--- src/rtl/siso_frame_ctrl.sv ---
// Framed serial transmitter: start bit, WIDTH data bits MSB first, stop bit, each held BIT_CYCLES clocks.
// Define SISO_FRAME_PARITY_EN to insert an even-parity bit between the data and stop bits.
module siso_frame_ctrl #(
    parameter int WIDTH      = 8,
    parameter int BIT_CYCLES = 1
) (
    input  logic             clk,
    input  logic             rst,
    input  logic             in_valid,
    input  logic [WIDTH-1:0] in_data,
    output logic             in_ready,
    output logic             s_out,
    output logic             busy,
    output logic             done
);

    localparam int CW = (BIT_CYCLES > 1) ? $clog2(BIT_CYCLES) : 1;
    localparam int BW = $clog2(WIDTH + 1);
    localparam logic [CW-1:0] CYC_LAST = CW'(BIT_CYCLES - 1);
    localparam logic [BW-1:0] BIT_LAST = BW'(WIDTH - 1);

`ifdef SISO_FRAME_PARITY_EN
    typedef enum logic [2:0] {IDLE, START, DATA, PARITY, STOP} state_t;
`else
    typedef enum logic [1:0] {IDLE, START, DATA, STOP} state_t;
`endif

    state_t           state;
    logic [CW-1:0]    cyc;
    logic [BW-1:0]    bit_cnt;
    logic [WIDTH-1:0] shreg;
    logic             bit_end;
`ifdef SISO_FRAME_PARITY_EN
    logic             par;
`endif

    assign bit_end = (cyc == CYC_LAST);

    // s_out is loaded with the value of the state being entered, so the line changes on the transition edge.
    always_ff @(posedge clk) begin
        if (rst) begin
            state    <= IDLE;
            s_out    <= 1'b1;
            in_ready <= 1'b1;
            busy     <= 1'b0;
            done     <= 1'b0;
            cyc      <= '0;
            bit_cnt  <= '0;
            shreg    <= '0;
`ifdef SISO_FRAME_PARITY_EN
            par      <= 1'b0;
`endif
        end else begin
            done <= 1'b0;
            case (state)
                IDLE: begin
                    if (in_valid && in_ready) begin
                        shreg    <= in_data;
`ifdef SISO_FRAME_PARITY_EN
                        par      <= ^in_data;
`endif
                        state    <= START;
                        s_out    <= 1'b0;
                        busy     <= 1'b1;
                        in_ready <= 1'b0;
                        cyc      <= '0;
                    end
                end
                START: begin
                    if (bit_end) begin
                        cyc     <= '0;
                        bit_cnt <= '0;
                        state   <= DATA;
                        s_out   <= shreg[WIDTH-1];
                    end else begin
                        cyc <= cyc + CW'(1);
                    end
                end
                DATA: begin
                    if (bit_end) begin
                        cyc     <= '0;
                        shreg   <= shreg << 1;
                        bit_cnt <= bit_cnt + BW'(1);
                        if (bit_cnt == BIT_LAST) begin
`ifdef SISO_FRAME_PARITY_EN
                            state <= PARITY;
                            s_out <= par;
`else
                            state <= STOP;
                            s_out <= 1'b1;
`endif
                        end else begin
                            s_out <= shreg[WIDTH-2];
                        end
                    end else begin
                        cyc <= cyc + CW'(1);
                    end
                end
`ifdef SISO_FRAME_PARITY_EN
                PARITY: begin
                    if (bit_end) begin
                        cyc   <= '0;
                        state <= STOP;
                        s_out <= 1'b1;
                    end else begin
                        cyc <= cyc + CW'(1);
                    end
                end
`endif
                STOP: begin
                    if (bit_end) begin
                        cyc      <= '0;
                        state    <= IDLE;
                        s_out    <= 1'b1;
                        busy     <= 1'b0;
                        in_ready <= 1'b1;
                        done     <= 1'b1;
                    end else begin
                        cyc <= cyc + CW'(1);
                    end
                end
                default: state <= IDLE;
            endcase
        end
    end

endmodule

--- config.mk ---
export PLATFORM = sky130hd
export DESIGN_NAME = siso_frame_ctrl
export DESIGN_NICKNAME = d
export VERILOG_FILES = /design/src/rtl/siso_frame_ctrl.sv
export SDC_FILE = /design/constraint.sdc
export NUM_CORES = 1
export LEC_CHECK = 0
export ABC_AREA = 1
export CAP_MARGIN = 5
export CORE_UTILIZATION = 51
export DETAILED_ROUTE_END_ITERATION = 8
export PLACE_DENSITY = 0.73
export SLEW_MARGIN = 20
export SYNTH_ARGS = -nofsm -noshare
export SYNTH_HDL_FRONTEND = slang
export SYNTH_SLANG_ARGS = --single-unit
export TNS_END_PERCENT = 5
--- constraint.sdc ---
create_clock -name clk -period 1.5 [get_ports clk]
set_input_delay 0.45 -clock clk [delete_from_list [all_inputs] [get_ports clk]]
set_output_delay 0.45 -clock clk [all_outputs]
set_load 0.01 [all_outputs]
==> metrics <==
NetSw 0.942 mW; mapped cell area 948 um^2; CTS tree yes; core area 0.00173 mm^2; # diodes 0; Max VDD drop 1.09 mV; maximum cell stage delay along the critical path 0.40 ns; Final setup viols 0; fraction of registers with async set/reset 0%; biggest area consumer among synthesized cells dfxtp_1; count of final hold-check violations 0; Worst path top cell family by delay flip-flops; placed cell areas 0.00114 mm^2; largest net degree at the start of global routing 16; WP depth 1; Final Cell Area 0.00119 mm^2; Cell variety after synth 21; Reg2Reg Depth 6; setup bufs post-CTS 0; io pins 15; gp weighted congestion 0.808; vias in the first global route 759; Post-synth EDFFs 0; Worst Max-Slew Pin Slew 0.381 ns; Total Die Area 0.00204 mm^2; PD cells 1890 mW/mm^2; crit path time final 1.43 ns; Synth Net Count 149; setup slack after layout 0.0725 ns; CP required 1.05 ns; relative slew slack 74.5%; Vias/cell 4.69; layout cells sized above 1 16.1%; initial drt markers 24; Filler cells 159; via count 844; YS warnings 0; crit start category register; multi-input logic area 498 um^2; die extent in y 45.1 um; worst hold path type register to register; CP max stage cell dfxtp_1; drt total wl 1.81 mm; commonest non-fill, non-tap cell in the layout nand2_1; hold_ws 0.472 ns; clock slew at reported path FFs 0.11 ns; R2R Setup Slk 0.14 ns; drt wl/cell 10.0 um; Register Area 362 um^2; Die W 45.1 um; Pint 1.30 mW; sequential share of power 33.1%; pre-CTS WS -0.116 ns; Worst Path Arrival 0.98 ns; Top FF cell, synth dfxtp_1; total power 2.25 mW; Routed Antenna Nets 0; largest cells by area after synthesis dfxtp_1, nand2_1, nor2_1, ha_1, inv_1; Setup Crit Path Kind register to output pin; global-route wire length before repair 2.96 mm; H-Tree Depth 1; HPWL Detailed 1.35 mm; Setup Skew 0.00227 ns; Cell Rows 15; nets@finish 173; crit end category output pin; worst-path cell chain dlygate4sd2_1; fmax 701 MHz; Root Buffer clkbuf_4; clock network latency to the later pin of the worst-skew pair 0.29 ns; unrepaired setup endpoints after global routing no; status finished, final reports clean; Avg Inst Size Synth 7.18 um^2; register area share after synthesis 38.0%; most frequent cells in the layout nand2_1, nor2_1, dfxtp_1; Cells after Synth 132; first-pass iteration count of the detailed router 4; fin. max-slew vios 0; drt drc 0; Clock Power Share 13.4%; Layout area overhead 25.1%; Gate power share 53.6%; total grt overflow 0; crit path max fanout 4; leakage power 0.585 nW; hold path depth 2; Clock Sinks 18; Max Cap Violations 0; GRT Overall Usage 19.7%; post-synth top area share 38.0%; Longest Clk Path Bufs 2; WP buf/inv 1; total CTS buffers 3; CTS Hold Buffers Added 0; Tcrit/Tclk final 95.2%; #FFs+latches synth 18; Starting Density 54.9%; initial antenna violation count 0; IO Port Bufs 14; Net Sw Frac 41.9%
==> cells in the mapped netlist (all sizes together) (2+ instances only) <==
master	instances
ha	6
dfxtp	18
o21ai	8
buf	2
nand2	39
a21oi	5
nand3	5
nor3	2
nor2	24
inv	17
==> power by group through the flow <==
stage	sequential [mW]	combinational, mW	clock, mW
floorplan	0.753	0.865	0
global placement	0.742	1.16	0
detailed placement	0.754	1.19	0
CTS	0.741	1.20	0.306
global route	0.768	1.37	0.330
finish	0.742	1.20	0.300
==> timing repair <==
item,CTS,global route
setup endpoints to repair,11,9
pin swaps,0,1
resized for setup,5,2
==> sequential cells by signal, indices dropped and copies added (netlist names) <==
register and cells:
bit_cnt 4, busy 1, done 1, in_ready 1, s_out 1, shreg 8, state 2
==> final timing paths <==
check	startpoint	to
setup reg to reg	state[0]$_SDFFE_PP0P_	s_out$_SDFFE_PP1P_
setup / recovery	in_ready$_SDFFE_PP1P_	in_ready
hold reg to reg	shreg[0]$_SDFFE_PP0P_	shreg[0]$_SDFFE_PP0P_
hold / removal	shreg[0]$_SDFFE_PP0P_	shreg[0]$_SDFFE_PP0P_
==> final cells by class <==
type / instances / share of cell area (%)
clock buffer: 4 / 3.06
inverter: 17 / 5.38
multi-input combinational: 94 / 42.0
sequential: 18 / 30.5
tap: 25 / 2.64
timing repair buffer: 22 / 16.5
==> tightest hold or removal path: cells and delay by family (launching register included) <==
family | cells | cell delay (ns)
simple gates | 1 | 0.07
compound gates | 1 | 0.04
flops | 1 | 0.33
==> through the flow <==
| stage | setup TNS [ns] | cells | utilization (%) |
|---|---|---|---|
| final | 0 | 180 | 68.7 |
| after global routing | 0 | 180 | 68.7 |
| after CTS | 0 | 180 | 68.5 |
| after detailed placement | -0.736 | 176 | 66.2 |
| after global placement | -0.486 | 176 | 66.2 |
| after floorplan | 0 | 132 | - |
==> logic make-up after synthesis <==
logic type	count (synthesis)	synth area share [%]
XOR/XNOR	1	0.924
flip-flops	18	38.0
AO/OA/AOI/OAI	14	10.4
AND/OR/NAND/NOR	73	32.2
buffers and inverters	20	10.6
adder cells (fa/ha/maj)	6	7.92
==> per-layer routing <==
metal | wire length (um) | GRT usage [%] | vias to the layer above
li1 | - | - | 451
met1 | 851 | 23.6 | 379
met3 | 41 | 2.40 | 2
met5 | 0 | 0 | -
met4 | 13 | 7.27 | 0
met2 | 899 | 35.7 | 12
No activity file was read; power rests on OpenSTA's default activity.
==> RTL edit 1: new RTL, config.mk and constraints unchanged <==
Encoding of `state_t`: now one-hot (4 bits for 4 states).
--- a/src/rtl/siso_frame_ctrl.sv
+++ b/src/rtl/siso_frame_ctrl.sv
@@ -24,3 +24,3 @@
 `else
-    typedef enum logic [1:0] {IDLE, START, DATA, STOP} state_t;
+    typedef enum logic [3:0] {IDLE = 4'b0001, START = 4'b0010, DATA = 4'b0100, STOP = 4'b1000} state_t;
 `endif
Function: no difference found for any inputs over 10 cycles, from zero or initial values and one cycle with rst high; not proved beyond that.
==> RTL edit 1 against the unedited design <==
Synthesized area up 3.0%. Worst setup slack better by 0.031 ns. First-iteration DRC count down 17%. Count of clock-buffer cells in the layout unchanged. Final area up 1.7%. Wire length up 6.1%. Final cell count up 5.6%. Sequential cell count up 2. Critical path depth unchanged.
Power is not compared: it rests on default switching activity, and its combinational part moved more than twofold at a synthesized area within 25%.
==> RTL edit 1: results (changes against the unedited design) <==
Distinct cells, synth=23 (+9.5%); Avg Cell Area, Syn=6.79 um^2 (-5.6%); Tot GR Track Use=0.202 (+0.00448); Worst-Skew Late Latency=0.31 ns (+0.02 ns); 1st-iter DRT viols=20 (-17%); Buffers excl. clock=21 (-4.5%); compound-cell area share of the yosys netlist=0.0819 (-0.0223); Least-Margin Pin Slew=0.221 ns (-0.160 ns); final std cells w/o fill=190 (+5.6%); max incr delay on CP=0.36 ns (-0.04 ns); largest registers=shreg: 8 flops, bit_cnt: 4 flops, state: 4 flops; Post-Synth Adder-Cell Area=0.0128 (-0.0664); CP Max Fanout=2 (-2); DP Wirelength=1430 um (+5.8%); clock skew=0.00426 ns (+0.00198 ns); inverters=15 (-2); run status=completed; Seq/Total Area, Yosys=0.410 (+0.0298); sequential cells=20 (+2); share of cells above drive strength 1=0.127 (-0.0340); Filler Cells Inserted=169 (+6.3%); ClkCell Share=0.0301 (-0.000508); fin nets=178 (+2.9%); RePlAce Congestion=0.814 (+0.64%); most common library cells after synthesis=46 x nand2_1, 25 x nor2_1, 20 x dfxtp_1, 13 x inv_1, 7 x nand3_1; synth top area cells=dfxtp_1 41%, nand2_1 18%, nor2_1 9.6%; #MultiIn Comb=105 (+12%); clock slew at reported path FFs=0.12 ns; largest net degree at the start of global routing=18 (+2); NonClk Buf Share=0.166 (+0.00142); first-pass GRT wire length=3040 um (+2.6%); Routed WL=1920 um (+6.1%); syn nets=156 (+4.7%)
## RTL edit 1: cell types whose count changed after synthesis, moves of 2 or more
cell	change
a21oi_1	+2
nand3_1	+2
nor2_4	+2
nand2_1	+10
dfxtp_1	+2
o21ai_2	-6
ha_1	-5
o21ai_0	+3
o21ai_1	+2
inv_1	-3
## RTL edit 1: where the power goes
group	switching [mW]	total (mW)	internal, mW	leakage, nW
sequential	0.0226	0.604	0.582	0.164
clock	0.178	0.327	0.148	0.0210
combinational	0.148	0.275	0.127	0.406
total	0.349	1.21	0.857	0.591
## RTL edit 1: metal layers
metal	part of all wire	GRT usage	wire (um)
met1	0.52	0.290	994
met2	0.43	0.303	828
met3	0.035	0.0357	68
met4	0.014	0.0706	26
met5	0	0	0
## RTL edit 1: worst paths after layout
path	cells past startpoint	end	slack [ns]	from
max	1	busy	0.10	busy
min reg2reg	2	s_out	0.46	s_out
min	2	s_out	0.46	s_out
max reg2reg	6	shreg[2]	0.20	state[1]
==> RTL edit 2: new RTL, same flow settings <==
Without the edit above. The option `SISO_FRAME_PARITY_EN` is turned on by a define.
--- a/src/rtl/siso_frame_ctrl.sv
+++ b/src/rtl/siso_frame_ctrl.sv
@@ -2,2 +2,4 @@
 // Define SISO_FRAME_PARITY_EN to insert an even-parity bit between the data and stop bits.
+`define SISO_FRAME_PARITY_EN
+
 module siso_frame_ctrl #(
Function: no difference found for any inputs over 10 cycles, from zero or initial values and one cycle with rst high; that may be too few to reach the edited logic, so the function may still have changed.
==> RTL edit 2 against the unedited design <==
Die area rose by 12%. Final area grew 12%. Wire length grew 17%. Worst setup slack better by 0.035 ns. Synthesized area grew 13%. Maximum frequency grew 2.5%. Non-clock buffer count grew 1. Via count increased by 23%. Sequential cell count increased by 2. Critical path type unchanged. Largest cell class unchanged. Highest routed layer unchanged.
Power is not compared: it rests on default switching activity, and its combinational part moved more than twofold at a synthesized area within 25%.
==> RTL edit 2: results (changes against the unedited design) <==
run status=completed; RePlAce Congestion=0.782 (-3.3%); Setup Fix Bufs, Post-CTS=0 (unchanged); WL per Instance=9.99 um (-0.43%); Worst Path Arrival=0.94 ns (-0.04 ns); largest registers=shreg: 8 flops, bit_cnt: 4 flops, state: 3 flops; Least-Margin Pin Slew=0.284 ns (-0.0964 ns); largest net degree at the start of global routing=14 (-2); first-pass GRT wire length=3430 um (+16%); CP max-delay cell=dfxtp_2; cell family with most CP delay=flip-flops; clock slew at reported path FFs=0.10 ns; DP Wirelength=1600 um (+18%); Worst-Skew Late Latency=0.31 ns (+0.02 ns); syn nets=172 (+15%); Seq/Total Area, Yosys=0.374 (-0.00568); vias in the first global route=871 (+15%); Tot GR Track Use=0.215 (+0.0172); Synth Area in XOR/XNOR=0.00819 (-0.00105); CTS resizes=5 (unchanged); async set or reset register ratio after synthesis=0 (unchanged); post-synthesis mux area share=0 (unchanged); port bufs=14 (unchanged); H-tree depth=1 (unchanged); clock skew=0.00918 ns (+0.00691 ns); compound-cell area share of the yosys netlist=0.149 (+0.0443); most common library cells after synthesis=48 x nand2_1, 23 x nor2_1, 20 x dfxtp_1, 19 x inv_1, 12 x o21ai_0; total number of vias=1036 (+23%); synth top area cells=dfxtp_1 37%, nand2_1 17%, nor2_1 8.1%; Post-Synth Adder-Cell Area=0.0117 (-0.0675); worst min-delay path category=reg -> reg; initial antenna violation count=0 (unchanged); LEAKAGE=0.645 nW; share of cells above drive strength 1=0.152 (-0.00912); post-place setup slack=-0.160 ns (-0.0437 ns); worst-case clock buffer depth=2 (unchanged); Distinct cells, synth=25 (+19%); Max IR drop VDD=0.679 mV; Num CTS Buffers=3 (unchanged); clock root cell=clkbuf_4; fin nets=197 (+14%); max incr delay on CP=0.37 ns (-0.03 ns); 1st-iter DRT viols=15 (-38%)
## RTL edit 2: changes by cell type after synthesis, sizes merged, moves of 2 or more
cell   delta
nand4     +2
a21oi     +4
o21ai     +8
nand2    +15
dfxtp     +2
inv       +4
ha        -5
## RTL edit 2: power by group
| part | internal [mW] | leakage, nW | switching, mW | total, mW |
|---|---|---|---|---|
| clock network | 0.270 | 0.0279 | 0.169 | 0.439 |
| registers | 0.649 | 0.164 | 0.0865 | 0.735 |
| logic | 0.229 | 0.453 | 0.347 | 0.576 |
| total | 1.15 | 0.645 | 0.602 | 1.75 |
## RTL edit 2: layout make-up
type,instances,area (um^2)
fill,188,631
clock inverter,1,30.0
timing repair buffer,23,203
multi-input combinational,116,554
tap,27,33.8
sequential,20,402
inverter,21,86.3
clock buffer,3,22.5
## RTL edit 2: per-stage QoR
step                      power [mW]  utilization  hold WS [ns]  instance area (um^2)  std cells
after global placement          1.32        0.654         0.458                  1280        207
after CTS                       1.76        0.679         0.477                  1330        211
final                           1.75        0.679         0.478                  1330        211
after global routing            1.87        0.679         0.501                  1330        211
after detailed placement        1.33        0.654         0.458                  1280        207
after floorplan                 1.16            -         0.444                  1070        160
## RTL edit 2: path summary, 6_finish.rpt
check | startpoint | endpoint | slack [ns] | cells past startpoint
setup / recovery | in_ready | in_ready | 0.11 | 1
hold / removal | s_out | s_out | 0.48 | 2
setup reg to reg | state[0] | shreg[2] | 0.25 | 6
hold reg to reg | s_out | s_out | 0.48 | 2
## RTL edit 2: layer usage
| metal | GRT usage | vias to the layer above | share of wire | routed length (um) |
|---|---|---|---|---|
| met2 | 0.389 | 18 | 0.51 | 1080 |
| li1 | - | 551 | - | - |
| met5 | 0 | - | 0 | 0 |
| met3 | 0.0226 | 5 | 0.029 | 61 |
| met4 | 0.100 | 0 | 0.019 | 40 |
| met1 | 0.250 | 462 | 0.44 | 924 |
## RTL edit 2: logic make-up (layout without fill, tap and decap cells)
family	Yosys count	count (layout)
DFF	20	20
xor gates and xnor gates	1	1
buffers and inverters	24	48
AOI/OAI and AO/OA	27	27
adders and majority gates	1	1
and+or+nand+nor	87	87
